===== config.mk =====
export PLATFORM = sky130hd
export DESIGN_NAME = m68k_bus_responder
export DESIGN_NICKNAME = d
export VERILOG_FILES = /design/src/rtl/m68k_bus_pkg.sv /design/src/rtl/bus_timeout_counter.sv /design/src/rtl/m68k_bus_responder.sv
export SDC_FILE = /design/constraint.sdc
export NUM_CORES = 1
export LEC_CHECK = 0
export BUFFER_PORTS_ARGS = -buffer_cell sky130_fd_sc_hd__buf_2
export CAP_MARGIN = 20
export CORE_MARGIN = 8
export CORE_UTILIZATION = 34
export CTS_BUF_LIST = sky130_fd_sc_hd__clkbuf_4 sky130_fd_sc_hd__clkbuf_8
export DETAILED_ROUTE_END_ITERATION = 7
export GPL_TIMING_DRIVEN = 0
export HOLD_SLACK_MARGIN = 0.1
export PLACE_DENSITY = 0.48
export SLEW_MARGIN = 20
export SYNTH_ARGS = -nofsm -noshare
export SYNTH_HDL_FRONTEND = slang
export SYNTH_HIERARCHICAL = 1
export SYNTH_SLANG_ARGS = --single-unit
export TNS_END_PERCENT = 30

===== constraint.sdc =====
create_clock -name Clock -period 2.1 [get_ports Clock]
set_input_delay 0.105 -clock Clock [delete_from_list [all_inputs] [get_ports Clock]]
set_output_delay 0.105 -clock Clock [all_outputs]
set_load 0.01 [all_outputs]

===== src/rtl/m68k_bus_pkg.sv =====
// Shared types and defaults for the 68000 bus-cycle responders.
package m68k_bus_pkg;

  // Responder FSM states.
  typedef enum logic [2:0] {
    ST_IDLE,
    ST_COUNT,
    ST_DRAM,
    ST_NOSEL,
    ST_ACK,
    ST_BERR
  } state_t;

  // Index of the decoder select that claimed the current cycle.
  typedef enum logic [2:0] {
    SEL_NONE,
    SEL_ROM,
    SEL_RAM,
    SEL_IO,
    SEL_CAN,
    SEL_DRAM
  } sel_t;

  // Default wait states and timeout.
  localparam int unsigned DEF_ROM_WAIT = 0;
  localparam int unsigned DEF_RAM_WAIT = 1;
  localparam int unsigned DEF_IO_WAIT  = 2;
  localparam int unsigned DEF_CAN_WAIT = 4;
  localparam int unsigned DEF_TIMEOUT  = 255;
  localparam int unsigned DEF_CNT_W    = 8;

  // Fixed select priority: ROM > RAM > IO > CAN > DRAM.
  function automatic sel_t select_index(input logic rom, input logic ram,
                                        input logic io, input logic can,
                                        input logic dram);
    if (rom)       return SEL_ROM;
    else if (ram)  return SEL_RAM;
    else if (io)   return SEL_IO;
    else if (can)  return SEL_CAN;
    else if (dram) return SEL_DRAM;
    else           return SEL_NONE;
  endfunction

endpackage


===== src/rtl/bus_timeout_counter.sv =====
// Saturating cycle counter with clear/enable and a TIMEOUT compare flag.
// Shared by the bus, DMA and graphics responders.
module bus_timeout_counter #(
  parameter int unsigned TIMEOUT = 255,
  parameter int unsigned CNT_W   = 8
) (
  input  logic clk,
  input  logic rst,
  input  logic clear,
  input  logic enable,
  output logic expired
);

  logic [CNT_W-1:0] count;

  // Count enabled edges, stopping at TIMEOUT so the value never wraps.
  always_ff @(posedge clk) begin
    // NOTE: sequential state uses non-blocking assignments so every register
    // samples pre-edge values regardless of block ordering.
    if (rst || clear)
      count <= '0;
    else if (enable && (count != CNT_W'(TIMEOUT)))
      count <= count + 1'b1;
  end

  assign expired = (count == CNT_W'(TIMEOUT));

endmodule


===== src/rtl/m68k_bus_responder.sv =====
// 68000 DTACK/BERR generator: per-region wait states, DRAM acknowledge
// pass-through and a bus-error timeout for unterminated cycles.
module m68k_bus_responder
  import m68k_bus_pkg::*;
#(
  parameter int unsigned ROM_WAIT = DEF_ROM_WAIT,
  parameter int unsigned RAM_WAIT = DEF_RAM_WAIT,
  parameter int unsigned IO_WAIT  = DEF_IO_WAIT,
  parameter int unsigned CAN_WAIT = DEF_CAN_WAIT,
  parameter int unsigned TIMEOUT  = DEF_TIMEOUT,
  parameter int unsigned CNT_W    = DEF_CNT_W
) (
  input  logic Clock,
  input  logic Reset_H,
  input  logic AS_L,
  input  logic UDS_L,
  input  logic LDS_L,
  input  logic WE_L,
  input  logic OnChipRomSelect_H,
  input  logic OnChipRamSelect_H,
  input  logic IOSelect_H,
  input  logic CanBusSelect_H,
  input  logic DramSelect_H,
  input  logic DramDtack_L,
  output logic Dtack_L,
  output logic Berr_L,
  output logic CycleWrite_H
);

  state_t           state;
  logic [CNT_W-1:0] cnt;
  sel_t             start_sel;
  logic             start;
  logic             timeout_hit;
  logic             tcnt_clear;
  logic             tcnt_en;

  // Wait-state load value for the claiming region.
  function automatic logic [CNT_W-1:0] wait_for(input sel_t s);
    case (s)
      SEL_ROM: return CNT_W'(ROM_WAIT);
      SEL_RAM: return CNT_W'(RAM_WAIT);
      SEL_IO:  return CNT_W'(IO_WAIT);
      SEL_CAN: return CNT_W'(CAN_WAIT);
      default: return '0;
    endcase
  endfunction

  assign start     = !AS_L && !(UDS_L && LDS_L);
  assign start_sel = select_index(OnChipRomSelect_H, OnChipRamSelect_H,
                                  IOSelect_H, CanBusSelect_H, DramSelect_H);

  // Timeout runs only while a cycle is waiting for its terminator.
  assign tcnt_clear = (state == ST_IDLE);
  assign tcnt_en    = (state == ST_COUNT) || (state == ST_DRAM) ||
                      (state == ST_NOSEL);

  bus_timeout_counter #(
    .TIMEOUT (TIMEOUT),
    .CNT_W   (CNT_W)
  ) u_timeout (
    .clk     (Clock),
    .rst     (Reset_H),
    .clear   (tcnt_clear),
    .enable  (tcnt_en),
    .expired (timeout_hit)
  );

  // Cycle FSM with registered Dtack_L / Berr_L / CycleWrite_H.
  // Every path that drives one output low keeps the other high.
  always_ff @(posedge Clock) begin
    if (Reset_H) begin
      state        <= ST_IDLE;
      cnt          <= '0;
      Dtack_L      <= 1'b1;
      Berr_L       <= 1'b1;
      CycleWrite_H <= 1'b0;
    end else begin
      case (state)
        ST_IDLE: begin
          Dtack_L <= 1'b1;
          Berr_L  <= 1'b1;
          if (start) begin
            // The select is captured here; later decoder changes are ignored.
            CycleWrite_H <= !WE_L;
            cnt          <= wait_for(start_sel);
            case (start_sel)
              SEL_NONE: state <= ST_NOSEL;
              SEL_DRAM: state <= ST_DRAM;
              default:  state <= ST_COUNT;
            endcase
          end
        end

        ST_COUNT: begin
          if (AS_L) begin
            state   <= ST_IDLE;
            Dtack_L <= 1'b1;
            Berr_L  <= 1'b1;
          end else if (cnt == '0) begin
            state   <= ST_ACK;
            Dtack_L <= 1'b0;
          end else if (timeout_hit) begin
            state  <= ST_BERR;
            Berr_L <= 1'b0;
          end else begin
            cnt <= cnt - 1'b1;
          end
        end

        ST_DRAM: begin
          if (AS_L) begin
            state   <= ST_IDLE;
            Dtack_L <= 1'b1;
            Berr_L  <= 1'b1;
          end else begin
            Dtack_L <= DramDtack_L;
            if (!DramDtack_L) begin
              state <= ST_ACK;
            end else if (timeout_hit) begin
              state  <= ST_BERR;
              Berr_L <= 1'b0;
            end
          end
        end

        ST_NOSEL: begin
          if (AS_L) begin
            state   <= ST_IDLE;
            Dtack_L <= 1'b1;
            Berr_L  <= 1'b1;
          end else if (timeout_hit) begin
            state  <= ST_BERR;
            Berr_L <= 1'b0;
          end
        end

        ST_ACK: begin
          if (AS_L) begin
            state   <= ST_IDLE;
            Dtack_L <= 1'b1;
          end
        end

        ST_BERR: begin
          if (AS_L) begin
            state  <= ST_IDLE;
            Berr_L <= 1'b1;
          end
        end

        default: begin
          state   <= ST_IDLE;
          Dtack_L <= 1'b1;
          Berr_L  <= 1'b1;
        end
      endcase
    end
  end

endmodule


# Word level (Yosys, flattened, before mapping)
# Cells that the tools add are included.
# op_classes
n_addsub	2
n_eq_ne	21
mux	33
n_bitwise	2
reduce_logical	20
# op_table
cell	count
two-way mux 3 bit	13
two-way mux 8 bit	4
one-hot mux 8 bit (2 select lines)	1
one-hot mux 3 bit (5 select lines)	1
== test 3 x 2 -> 1 bit (second input constant)	4
== test 3 bit (second input constant)	4
two-way mux 1 bit	10
!= test 2 bit (second input constant)	5
one-hot mux 3 bit (3 select lines)	1
adder 8 x 1 -> 8 bit (second input constant)	1
== test 8 bit (second input constant)	1
logical NOT 8 bit	1
!= test 8 bit (second input constant)	1
subtractor 8 x 1 -> 8 bit (second input constant)	1
logical NOT 3 bit	2
!= test 3 bit (second input constant)	2
one-hot mux 1 bit (5 select lines)	1
AND reduction 5 bit	1
!= test 2 x 1 -> 1 bit (second input constant)	2
one-hot mux 1 bit (4 select lines)	1
one-hot mux 2 bit (2 select lines)	1
AND reduction 2 bit	2
AND reduction 4 bit	1
OR reduction 2 bit	2
8 further kinds	15
# totals
regBits	22
inputBits	12
out_inout_bits	3
wordCells	84

# Logic depth before layout (Yosys ltp)
# Gate-level depths: netlist of run 1.
# logic_depth
depth_word	9
ltp_mapped	8

# Cells and area by module
# The synthesis of run 1 kept the hierarchy.
# by_module_without_submodules
mod	instances	cells_each	area_per_inst_um2	seq_area_each_um2
m68k_bus_responder	1	124	968.4	280.3
bus_timeout_counter	1	49	425.4	160.2

# Worst setup path before layout of run 1
# OpenSTA, ideal clock, no wires.
# synth_path
path_type	register to register
from	register u_timeout.count[5]
to	register cnt[7]
setup_time_ns	0.119
arrival_ns	1.683
required_time_ns	1.981
slack_ns	0.298
path_stages_with_launch	8
path_buffers	1
synth_period_minus_slack_ns	1.802
cell_sequence	dfxtp_1 and3_1 buf_2 inv_1 nor3_1 o2bb2ai_1 and3_1 mux2i_1
# synth_via
elab_chain_cells	3
# synth_lines
element	line	text
start, declared	bus_timeout_counter.sv:14	logic [CNT_W-1:0] count;
start signal, assigned	bus_timeout_counter.sv:23	count <= count + 1'b1;
== test 8 bit	bus_timeout_counter.sv:26	assign expired = (count == CNT_W'(TIMEOUT));
net timeout_hit	m68k_bus_responder.sv:34	logic timeout_hit;
!= test 2 bit (no source line)	--	
AND reduction 5 bit (no source line)	--	
end signal, assigned	m68k_bus_responder.sv:86	cnt <= wait_for(start_sel);
end signal, assigned	m68k_bus_responder.sv:107	cnt <= cnt - 1'b1;
end, declared	m68k_bus_responder.sv:31	logic [CNT_W-1:0] cnt;
# The timed path passes the listed nets, and every way through them passes these cells.
# A chain may end at the register's enable or synchronous reset.

# Final worst setup path of run 1
# layout_path
from	register state[2]
to	register cnt[7]
# layout_via
elab_chain_cells	3
elab_cells_between_ends	9
cone_classes	5 x eq/ne; 1 x mux; 3 x reduce/logical
# layout_lines
element	line	text
start, declared	m68k_bus_responder.sv:30	state_t state;
start signal, assigned	m68k_bus_responder.sv:73	state <= ST_IDLE;
start signal, assigned	m68k_bus_responder.sv:88	SEL_NONE: state <= ST_NOSEL;
start signal, assigned	m68k_bus_responder.sv:89	SEL_DRAM: state <= ST_DRAM;
== test 3 x 1 -> 1 bit / logical NOT 3 bit (equally long branches)	m68k_bus_responder.sv:79	case (state)
!= test 2 bit (no source line) / nonzero test 2 bit (equally long branches)	--	
AND reduction 5 bit (no source line)	--	
# Several ways; a longest one is shown, not always the timed one.

==> impl.org, run 1 <==
** Setup path
- Setup slack on the worst reg-to-reg path comes out at 0.11 ns.
- STA classifies the critical path endpoint as a flop.
- Data on the critical path arrives at its endpoint at 2.19 ns.
- Depth of the worst register-to-register path :: 4
- In this run the worst setup path begins at state[2].
- In this run the critical register-to-register path is launched from state[2].
- The setup path with the least slack is of type reg -> reg.
- In this run the critical register-to-register path is captured at cnt[7].
- Along the worst path, the maximum fanout reaches 6.
- STA puts the critical path data required time at 2.30 ns.
- The worst setup path is launched from a flop.

** Synthesis
- Distinct cell type count of the synthesized netlist :: 55
- Most frequently used flop master after synthesis :: dfxtp_1
- Yosys printed 6 warnings.
- The cell count after synthesis came out at 173.
- Area share of the largest cell type after synthesis :: 31.6%
- EDFF count, synth :: 0
- Sequential element share of the synthesized area :: 31.6%
- Post-synthesis instance area :: 1390 um2
- For this run, asynchronously set or reset flops after synthesis account for 0%.
- After synthesis, the mean cell area works out to 8.06 um2.
- Yosys top cell by area :: dfxtp_1
- Flops & latches, synth :: 22
- Top post-synthesis cells by area :: dfxtp_1, mux2i_1, a21oi_1, nand2_1, nor2_1
- Total nets after synthesis :: 188

** STA
- Setup-violating endpoint count in the final report :: 0
- Final Critical Period :: 1.99 ns
- Fmax achieved :: 502 MHz
- The hold violation total from the final report came to 0.
- After layout, the worst path uses 94.9% of the clock period.
- Worst Clk Skew :: 0.00441 ns
- Worst slew margin relative to its limit :: 61.7%
- Number of slew-limit violations in the final report :: 0
- Setup repair after global routing missed its margin :: false
- At the pin with the least slew margin, the transition time is 0.569 ns.
- Final hold analysis gives a worst-case slack of 0.158 ns.

** Global route
- Entering global routing, the biggest net connects 14 pins.
- The first global-routing pass estimated 5.82 mm of wire.
- GRT Resource Usage Total :: 11.2%
- Initial antenna violation count :: 0
- For this run the aggregate overflow at the end of global routing stands at 0.
- The number of global-route vias before repair was 1292.

** Power
- Power density relative to cell area :: 744 nW/um2
- Reported leakage power :: 0.616 nW
- Worst voltage drop across the vdd grid :: 0.542 mV
- Power comes to 0.00121 W.

** Clock network
- Buffers from clock root to sink, at most :: 2
- Clock tree from TritonCTS :: yes
- In this run the number of H-tree levels came out at 1.
- Clock sinks :: 22
- Buffers inserted during clock tree synthesis total 3.
- Clock transition at path regs :: 0.09 ns
- At the later pin of the worst-skew pair, clock insertion delay measures 0.27 ns.
- Buffer type at the clock tree root :: clkbuf_8

** Floorplanning
- For this design the top-level I/O count stands at 15.
- Overall die width :: 80.0 um
- Die boundary height :: 80.0 um
- The total area inside the core boundary comes to 3970 um2.
- The die covers 6400 um2.
- The floorplan has 23 rows.
- For this configuration, the core starts out at a cell density of 35.1%.

** Drt
- Via-per-instance ratio :: 5.80
- For this run, the detailed router's first-pass iteration total came to 4.
- Wirelength per Cell :: 14.9 um
- After detailed routing, the number of remaining DRC violations is 0.
- The count of nets left with antenna violations once routing finished came out at 0.
- Total via count in the routed design :: 1404
- For this block, the initial DRC count from the detailed router was 161.
- Total length of routed wires :: 3.61 mm

** Outcome
- The run finished with clean final reports.

** Min path
- The min-delay analysis places its worst path in the category in -> reg.
- Worst hold path cell count :: 2
- For hold timing, the worst endpoint is u_timeout/count[6].
- The worst hold path begins at Reset_H.

** Placed design
- During placement, the flow inserted port buffers numbering 14.
- Half-perimeter wire length after placement :: 2.67 mm
- The congestion estimate from routability-driven global placement came to 0.815.

** Final layout
- Ratio of cells with drive above 1 in the final layout :: 15.6%
- Antenna diode instance count :: 0
- For this run, the post-layout net count is 208.
- In the layout the commonest cells are dfxtp_1, nand2_1, buf_2.
- Final core area utilization :: 41.1%
- Area added between synthesis and finish :: 17.0%
- Leading cell type in the layout, fill and taps excluded :: dfxtp_1

** Run
- Max-cap violations in this run came to 0.
through the flow:
step                TNS (ns)  instances  setup WS [ns]  instance area, um2
finish                     0        242          0.106                1630
global route               0        242         0.0665                1630
CTS                        0        242         0.0674                1610
detailed placement     -1.02        237         -0.214                1530
global placement      -0.708        237         -0.171                1530
floorplan                  0        173          0.298                1390
sequential cells by signal (all words and copies together) (netlist names):
register and flops:
cnt 8, Berr_L 1, Dtack_L 1, u_timeout/count 8, state 3, CycleWrite_H 1
cell families (layout without fill, tap and decap cells):
| logic type | count (synthesis) | after routing | synth area share, % |
|---|---|---|---|
| multiplexers | 8 | 8 | 5.75 |
| adder cells (fa/ha/maj) | 3 | 3 | 2.69 |
| buffers and inverters | 19 | 38 | 5.21 |
| AND/OR/NAND/NOR | 70 | 70 | 27.8 |
| AO/OA/AOI/OAI | 51 | 51 | 26.9 |
| flip-flops | 22 | 22 | 31.6 |
worst max path at each step:
stage                     slack [ns]  endpoint  cells past startpoint
after global routing            0.07    cnt[7]                      4
after floorplan                 0.30    cnt[7]                      7
after detailed placement       -0.21    cnt[7]                      7
after global placement         -0.17    cnt[7]                      7
final                           0.11    cnt[7]                      4
after CTS                       0.07   Dtack_L                      4
synthesized netlist by cell type, types with 2 or more instances:
cell / number
o311ai_0: 2
and3_1: 2
nor4_1: 5
nand2_1: 16
nor3_1: 6
or3_1: 4
or4_1: 2
a2111oi_0: 3
dfxtp_1: 22
o31ai_1: 2
o21bai_1: 2
a311oi_1: 4
nor2_1: 14
nand2b_1: 4
o21ai_0: 5
ha_1: 3
nand4_1: 2
inv_1: 12
clkbuf_1: 5
mux2i_1: 8
or3b_2: 2
a21oi_1: 12
a31oi_1: 4
final cells by class:
| type | count | area [um2] |
|---|---|---|
| repair buffers | 15 | 80.1 |
| clock inverters | 1 | 30.0 |
| inverters | 12 | 45.0 |
| flip-flops and latches | 22 | 440 |
| multi-input cells | 132 | 903 |
| fillers | 388 | 2340 |
| plain buffers | 7 | 27.5 |
| clock buffers | 3 | 41.3 |
| well taps | 50 | 62.6 |
critical path: stages, from the launching register on:
cell,delay (ns)
dfxtp_1,0.37
or4b_4,0.58
o2bb2ai_1,0.49
and3_1,0.27
mux2i_1,0.21
what timing repair did:
action                                  in CTS  in global routing
resized for setup                            1                  3
hold buffers                                 1                  0
endpoints found under the setup margin      10                 13
pin swaps                                    0                  0
hold endpoints to repair                     1                  0
buffers inserted                             0                  0
layer usage:
layer	vias to the layer above	track usage [%]	routed length, um
met5	-	0	0
met3	2	3.38	206
met4	0	1.82	17
li1	698	-	-
met1	659	13.9	1720
met2	45	18.6	1670
power breakdown:
group / internal (W) / total (W) / switching [W] / leakage, nW
logic: 0.000132 / 0.000322 / 0.000190 / 0.402
registers: 0.000447 / 0.000479 / 0.0000322 / 0.179
clock network: 0.000255 / 0.000412 / 0.000157 / 0.0357
Power figures use the tool's default switching activity.
==> run 2, diff against run 1 <==
--- a/config.mk
+++ b/config.mk
@@ -5,11 +5,10 @@
 export SDC_FILE = /design/constraint.sdc
 export NUM_CORES = 1
 export LEC_CHECK = 0
-export BUFFER_PORTS_ARGS = -buffer_cell sky130_fd_sc_hd__buf_2
+export BUFFER_PORTS_ARGS = -buffer_cell sky130_fd_sc_hd__buf_4
 export CAP_MARGIN = 20
 export CORE_MARGIN = 8
 export CORE_UTILIZATION = 34
-export CTS_BUF_LIST = sky130_fd_sc_hd__clkbuf_4 sky130_fd_sc_hd__clkbuf_8
 export DETAILED_ROUTE_END_ITERATION = 7
 export GPL_TIMING_DRIVEN = 0
 export HOLD_SLACK_MARGIN = 0.1
==> run 2 against run 1 <==
Power is 8.4% lower. Via count is 0.85% lower. Clock skew is 0.0021 ns lower. Sequential share of layout area is 0.43 points lower.
==> impl.org, run 2 (synthesis gave the netlist of run 1 again) <==
** Outcome
- The run finished with clean final reports.

** Drt
- Count of TritonRoute iterations in the first routing pass :: 4 (unchanged)
- The via count is 1392 (-0.85%).
- Number of nets still failing antenna checks after routing :: 0 (unchanged)
- Starting DRT DRC Count :: 134 (-17%)
- The final wirelength is 3.69 mm (+2.2%).
- Post-detailed-route DRC marker count :: 0 (unchanged)
- Via-per-instance ratio :: 5.73 (-1.3%)
- Wirelength per Cell :: 15.2 um (+1.7%)

** Setup path
- The endpoint arrival time on the critical path came to 2.08 ns (-0.11 ns).
- The endpoint required time on the critical path is 2.24 ns (-0.06 ns).
- The worst setup path is captured at a flop.
- The maximum fanout count along the critical path is 10 (+4).
- The critical path in this run is classified as reg -> reg.
- STA classifies the critical path startpoint as a flop.

** Min path
- The worst hold path belongs to the class in -> reg.

** Power
- The net switching power was 0.000358 W (-5.6%).
- Switching part of the total power :: 32.2% (+0.93 points)
- The share of power burned in the clock network came to 27.3% (-6.7 points).
- Cell internal pwr :: 0.000754 W (-9.6%)
- The combinational power share was 29.6% (+3.1 points).
- The largest vdd supply drop is 0.308 mV (-43%).
- The power density relative to cell area came to 671 nW/um2 (-9.8%).
- Sequential share of power :: 43.1% (+3.6 points)
- Reported leakage power :: 0.627 nW (+1.7%)

** STA
- The final worst slack came to 0.159 ns (+0.0525 ns).
- Worst slew margin relative to its limit :: 46.7% (-15 points)
- Slew @ Worst Pin :: 0.794 ns (+0.225 ns)
- The largest clock skew in the final design came to 0.00235 ns (-0.00207 ns).
- The sum of negative setup slack was 0 ns (unchanged).
- Setup repair after global routing missed its margin :: false
- Fmax achieved :: 515 MHz (+2.7%)
- Setup-violating endpoint count in the final report :: 0 (unchanged)
- The max-slew violation count was 0 (unchanged).
- Final Critical Period :: 1.94 ns (-0.0525 ns)
- Final period util :: 92.4% (-2.5 points)
- Final number of hold-violating endpoints :: 0 (unchanged)

** Final layout
- The final instance count without filler cells is 243 (+0.41%).
- The number of nets at the end of the flow came to 209 (+0.48%).
- Fillers :: 416 (+7.2%)
- The area growth from synthesis to layout is 18.9%.
- The share of the core filled with cells in the final layout came to 41.7% (+0.66 points).
- The number of diodes added for antenna fixing was 0 (unchanged).
- Combined area of the multi-input logic cells :: 901 um2 (-0.28%)
- In the layout the commonest cells are dfxtp_1, nand2_1, buf_4.
- Ratio of cells with drive above 1 in the final layout :: 15.5% (-0.081 points)
- Non-Filler Cell Area, Final :: 1660 um2 (+1.6%)
- Footprint of the flip-flops and latches :: 440 um2 (unchanged)
- Leaving out fill and tap cells, the most frequent cell in the layout is dfxtp_1.
- Biggest regs :: cnt x8, u_timeout/count x8, state x3

** Placed design
- Worst setup slack after placement :: -0.240 ns (-0.0263 ns)
- The weighted congestion reported at the end of routability-driven placement was 0.811 (-0.48%).
- DP Cell Count :: 237 (unchanged)
- Placed inst area :: 1560 um2 (+2.3%)
- The post-DP HPWL is 2.72 mm (+1.9%).
- The number of buffers inserted by port buffering came to 14 (unchanged).

** Clock network
- The total clock sinks came to 22 (unchanged).
- Inserted Clock Buffers :: 3 (unchanged)
- Clock tree from TritonCTS :: yes
- Maximum level of the CTS H-tree :: 1 (unchanged)
- The number of setup buffers added after CTS was 0 (unchanged).
- Clock Latency Late Sink :: 0.26 ns (about the same)
- The CTS clock-pin slew for the worst setup and hold paths is 0.08 ns (about the same).
- Buffers from clock root to sink, at most :: 2 (unchanged)
- CTS placed an instance of clkbuf_8 at the clock tree root.

** Floorplanning
- The floorplan die height came to 80.0 um (unchanged).
- The area enclosed by the die boundary came to 6400 um2 (unchanged).
- The number of ports placed on the die boundary is 15 (unchanged).
- The core region area is 3970 um2 (unchanged).
- Overall die width :: 80.0 um (unchanged)
- The number of cell rows was 23 (unchanged).
- The starting density of the core came to 35.1% (unchanged).

** Global route
- GRT Resource Usage Total :: 11.7% (+0.47 points)
- Initial antenna violation count :: 0 (unchanged)
- The number of global-route vias before repair is 1363 (+5.5%).
- Pin count of the biggest net entering global routing :: 13 (-1)
- The global-route congestion overflow total came to 0 (unchanged).
- Global-route wire length before repair :: 6.13 mm (+5.3%)

** Run
- Number of max-cap violations :: 0 (unchanged)
run 2: final cells by class:
class / count / area share (%)
Multi-Input combinational cell: 132 / 54.4
Sequential cell: 22 / 26.6
Timing Repair Buffer: 16 / 7.55
Buffer: 7 / 1.66
Inverter: 12 / 2.72
Tap cell: 50 / 3.78
Clock buffer: 4 / 3.32
run 2: per-layer routing:
metal	GRT usage, %	routed length, um
met5	0	0
met4	4.18	17
met3	2.03	131
met2	18.9	1740
met1	15.0	1810
run 2: power by group through the flow:
stage               registers, W  logic, W  clock network, W
finish                  0.000479  0.000329          0.000304
global route            0.000486  0.000365          0.000332
CTS                     0.000475  0.000323          0.000317
detailed placement      0.000486  0.000319                 0
global placement        0.000485  0.000317                 0
floorplan               0.000478  0.000233                 0
run 2: repair_timing:
action / in CTS / in global routing
hold buffers: 2 / 0
endpoints found under the hold margin: 2 / 0
setup endpoints to repair: 11 / 11
gates cloned: 0 / 0
gates resized for setup: 1 / 3
run 2: worst paths after layout:
check / start / endpoint / slack, ns / cells past startpoint
worst max register to register: state[0] / u_timeout/count[0] / 0.16 / 5
worst min-delay path: CanBusSelect_H / cnt[2] / 0.21 / 3
worst max-delay path: state[0] / u_timeout/count[0] / 0.16 / 5
worst min register to register: u_timeout/count[1] / u_timeout/count[1] / 0.49 / 2
run 2: worst max-delay path, cell delays in order (launching register included):
cell and delay, ns:
dfxtp_1 0.36, buf_1 0.24, nor3_1 0.71, nor2_1 0.29, nand2_1 0.15, mux2i_1 0.07
run 2: per-stage QoR:
stage	hold WS [ns]	power (W)
final	0.213	0.00111
after floorplan	0.182	0.000712
after global placement	0.303	0.000802
after CTS	0.211	0.00112
after detailed placement	0.305	0.000804
after global routing	0.241	0.00118
==> run 3, diff against run 2 <==
--- a/config.mk
+++ b/config.mk
@@ -12,7 +12,7 @@
 export DETAILED_ROUTE_END_ITERATION = 7
 export GPL_TIMING_DRIVEN = 0
 export HOLD_SLACK_MARGIN = 0.1
-export PLACE_DENSITY = 0.48
+export PLACE_DENSITY = 0.52
 export SLEW_MARGIN = 20
 export SYNTH_ARGS = -nofsm -noshare
 export SYNTH_HDL_FRONTEND = slang
==> run 3 against run 2 <==
Combinational power barely moved. Die area unchanged. Non-clock buffer count decreased by 1. Critical path depth shrank 1. Via count decreased by 1.2%. Utilization rose by 0.22 points.
==> impl.org, run 3 (synthesis gave the netlist of run 1 again) <==
** Outcome
- Run status :: complete, no violations

** Run
- The number of max-capacitance violations reported was 0 (unchanged).

** STA
- Worst Clk Skew :: 0.00122 ns (-0.00113 ns)
- The final cycle utilization of the critical path is 89.8% (-2.7 points).
- The hold violation total from the final report came to 0 (unchanged).
- The time the worst path needs with I/O delays and setup is 1.89 ns (-0.0558 ns).
- The maximum clock frequency is 530 MHz (+3.0%).
- Worst hold-check slack :: 0.106 ns (-0.107 ns)
- Setup-violating endpoint count in the final report :: 0 (unchanged)
- The max-slew violation count came to 0 (unchanged).
- The slew at the pin closest to its max-slew limit is 0.536 ns (-0.258 ns).
- Worst slew margin relative to its limit :: 64.1% (+17 points)
- Setup repair after global routing left no endpoint under its margin.

** Final layout
- Antenna diode instance count :: 0 (unchanged)
- Fillers :: 414 (-0.48%)
- The share of post-route cells with drive strength above 1 is 15.6% (+0.081 points).
- Leaving out fill and tap cells, the most frequent cell in the layout is dfxtp_1.
- The number of nets at the end of the flow was 208 (-0.48%).
- The share of the core filled with cells in the final layout was 41.9% (+0.22 points).
- The area growth from synthesis to layout is 19.5%.
- Footprint of the flip-flops and latches :: 440 um2 (unchanged)
- The multi-input logic area was 903 um2 (+0.28%).
- Biggest regs :: cnt x8, u_timeout/count x8, state x3
- Final Instance Count excl. Fillers :: 242 (-0.41%)
- The library cells used most frequently in the layout, excluding fill and tap cells, are dfxtp_1, nand2_1, nor2_1, buf_4.

** Floorplanning
- Die boundary height :: 80.0 um (unchanged)
- I/O pins :: 15 (unchanged)
- The starting density of the core came to 35.1% (unchanged).
- Overall die width :: 80.0 um (unchanged)
- Number of placement rows :: 23 (unchanged)
- The core region area came to 3970 um2 (unchanged).
- The area enclosed by the die boundary was 6400 um2 (unchanged).

** Setup path
- Slowest cell on the critical path :: or4b_4
- Data arrival at the endpoint of the critical path :: 2.08 ns (about the same)
- The largest stage delay on the critical path came to 0.58 ns (-0.13 ns).
- Type of destination of the critical path :: flop
- STA classifies the critical path startpoint as a flop.
- The maximum fanout count along the critical path is 8 (-2).
- The setup path with the least slack is of type reg -> reg.
- In this design, the largest share of critical-path delay is due to simple AND/OR/NAND/NOR gates.
- The count of buffer and inverter cells on the critical path came to 0 (-1).
- The endpoint required time on the critical path is 2.30 ns (+0.06 ns).
- Critical path, cell by cell :: or4b_4 > a2bb2oi_2 > or4_1 > a21oi_1

** Global route
- Remaining Overflow, GRT :: 0 (unchanged)
- The global-route total usage across every layer was 11.8% (+0.14 points).
- The initial antenna violation count was 0 (unchanged).
- GR met2 Demand/Resource :: 18.8% (-0.081 points)
- Global routing usage on met1 :: 15.4% (+0.45 points)
- Global-route wire length before repair :: 6.20 mm (+1.0%)
- Global routing usage on met3 :: 3.27% (+1.2 points)
- Most congested layer reported by global routing :: met2
- Vias in the first global route :: 1340 (-1.7%)
- Pin count of the biggest net entering global routing :: 14 (+1)

** Clock network
- Clock sinks :: 22 (unchanged)
- The insertion delay of the later-clocked pin in the worst-skew pair is 0.26 ns (about the same).
- Maximum level of the CTS H-tree :: 1 (unchanged)
- The CTS clock-pin slew for the worst setup and hold paths is 0.08 ns (about the same).
- The TritonCTS buffer count was 3 (unchanged).
- TritonCTS built the clock tree.
- In this run the clock root is driven by a clkbuf_8.
- Buffers from clock root to sink, at most :: 2 (unchanged)

** Power
- The largest vdd supply drop came to 0.413 mV (+34%).
- Power density relative to cell area :: 722 nW/um2 (+7.6%)
- Reported leakage power :: 0.630 nW (+0.49%)

** Placed design
- Half-perimeter wire length after placement :: 2.66 mm (-2.0%)
- The number of buffers inserted by port buffering is 14 (unchanged).
- The number of cells in the design after placement was 237 (unchanged).
- The weighted congestion reported at the end of routability-driven placement was 0.820 (+1.1%).

** Min path
- Min-delay worst type :: in -> reg

** Drt
- The via count is 1375 (-1.2%).
- The remaining number of nets flagged by the antenna check after routing was 0 (unchanged).
- Starting DRT DRC Count :: 74 (-45%)
- The DRC violation count after routing was 0 (unchanged).
- The average routed wire per standard cell is 14.6 um (-3.9%).
- The via count normalized by instance count is 5.68 (-0.81%).
- The count of TritonRoute iterations in the first routing pass came to 6 (+2).
- The final wirelength came to 3.53 mm (-4.3%).
run 3: final timing paths:
kind	slack, ns	start	cells after the start	endpoint
setup / recovery	0.21	state[2]	4	cnt[6]
hold / removal	0.11	Reset_H	2	u_timeout/count[6]
setup reg to reg	0.21	state[2]	4	cnt[6]
hold reg to reg	0.49	u_timeout/count[1]	2	u_timeout/count[1]
run 3: what timing repair did:
action,CTS,global route
setup endpoints to repair,10,11
gates resized for setup,1,3
setup buffers,0,0
hold buffers,1,0
hold endpoints to repair,1,0
run 3: worst reg2reg max path, delay by kind of cell (launching register included):
family          cells  cell delay (ns)
compound gates      2             0.35
flops               1             0.37
simple gates        2             1.11
run 3: per-stage QoR:
stage	setup TNS (ns)	power (W)	area [um2]	worst slack, ns
after floorplan	0	0.000712	1390	0.298
after global placement	-0.570	0.000798	1560	-0.144
after detailed placement	-0.840	0.000803	1560	-0.179
after CTS	0	0.00121	1650	0.0844
after global routing	0	0.00127	1670	0.0496
final	0	0.00120	1670	0.215
run 3: power by group:
part / leakage, nW / internal (W) / total, W / switching (W)
clock: 0.0357 / 0.000255 / 0.000398 / 0.000143
combinational: 0.415 / 0.000139 / 0.000326 / 0.000187
sequential: 0.179 / 0.000447 / 0.000478 / 0.0000316
total: 0.630 / 0.000841 / 0.00120 / 0.000362
run 3: layer usage:
metal  part of all wire [%]  vias to the layer above
li1                       -                      702
met1                     49                      640
met2                     47                       31
met3                    3.9                        2
met4                   0.48                        0
met5                      0                        -
run 3: cell type report:
cell class                      count  share of cell area [%]
Tap cell                           50                    3.76
Clock buffer                        3                    2.48
Sequential cell                    22                    26.4
Inverter                           12                    2.70
Buffer                              7                    1.65
Timing Repair Buffer               15                    6.91
Multi-Input combinational cell    132                    54.2
Clock inverter                      1                    1.80
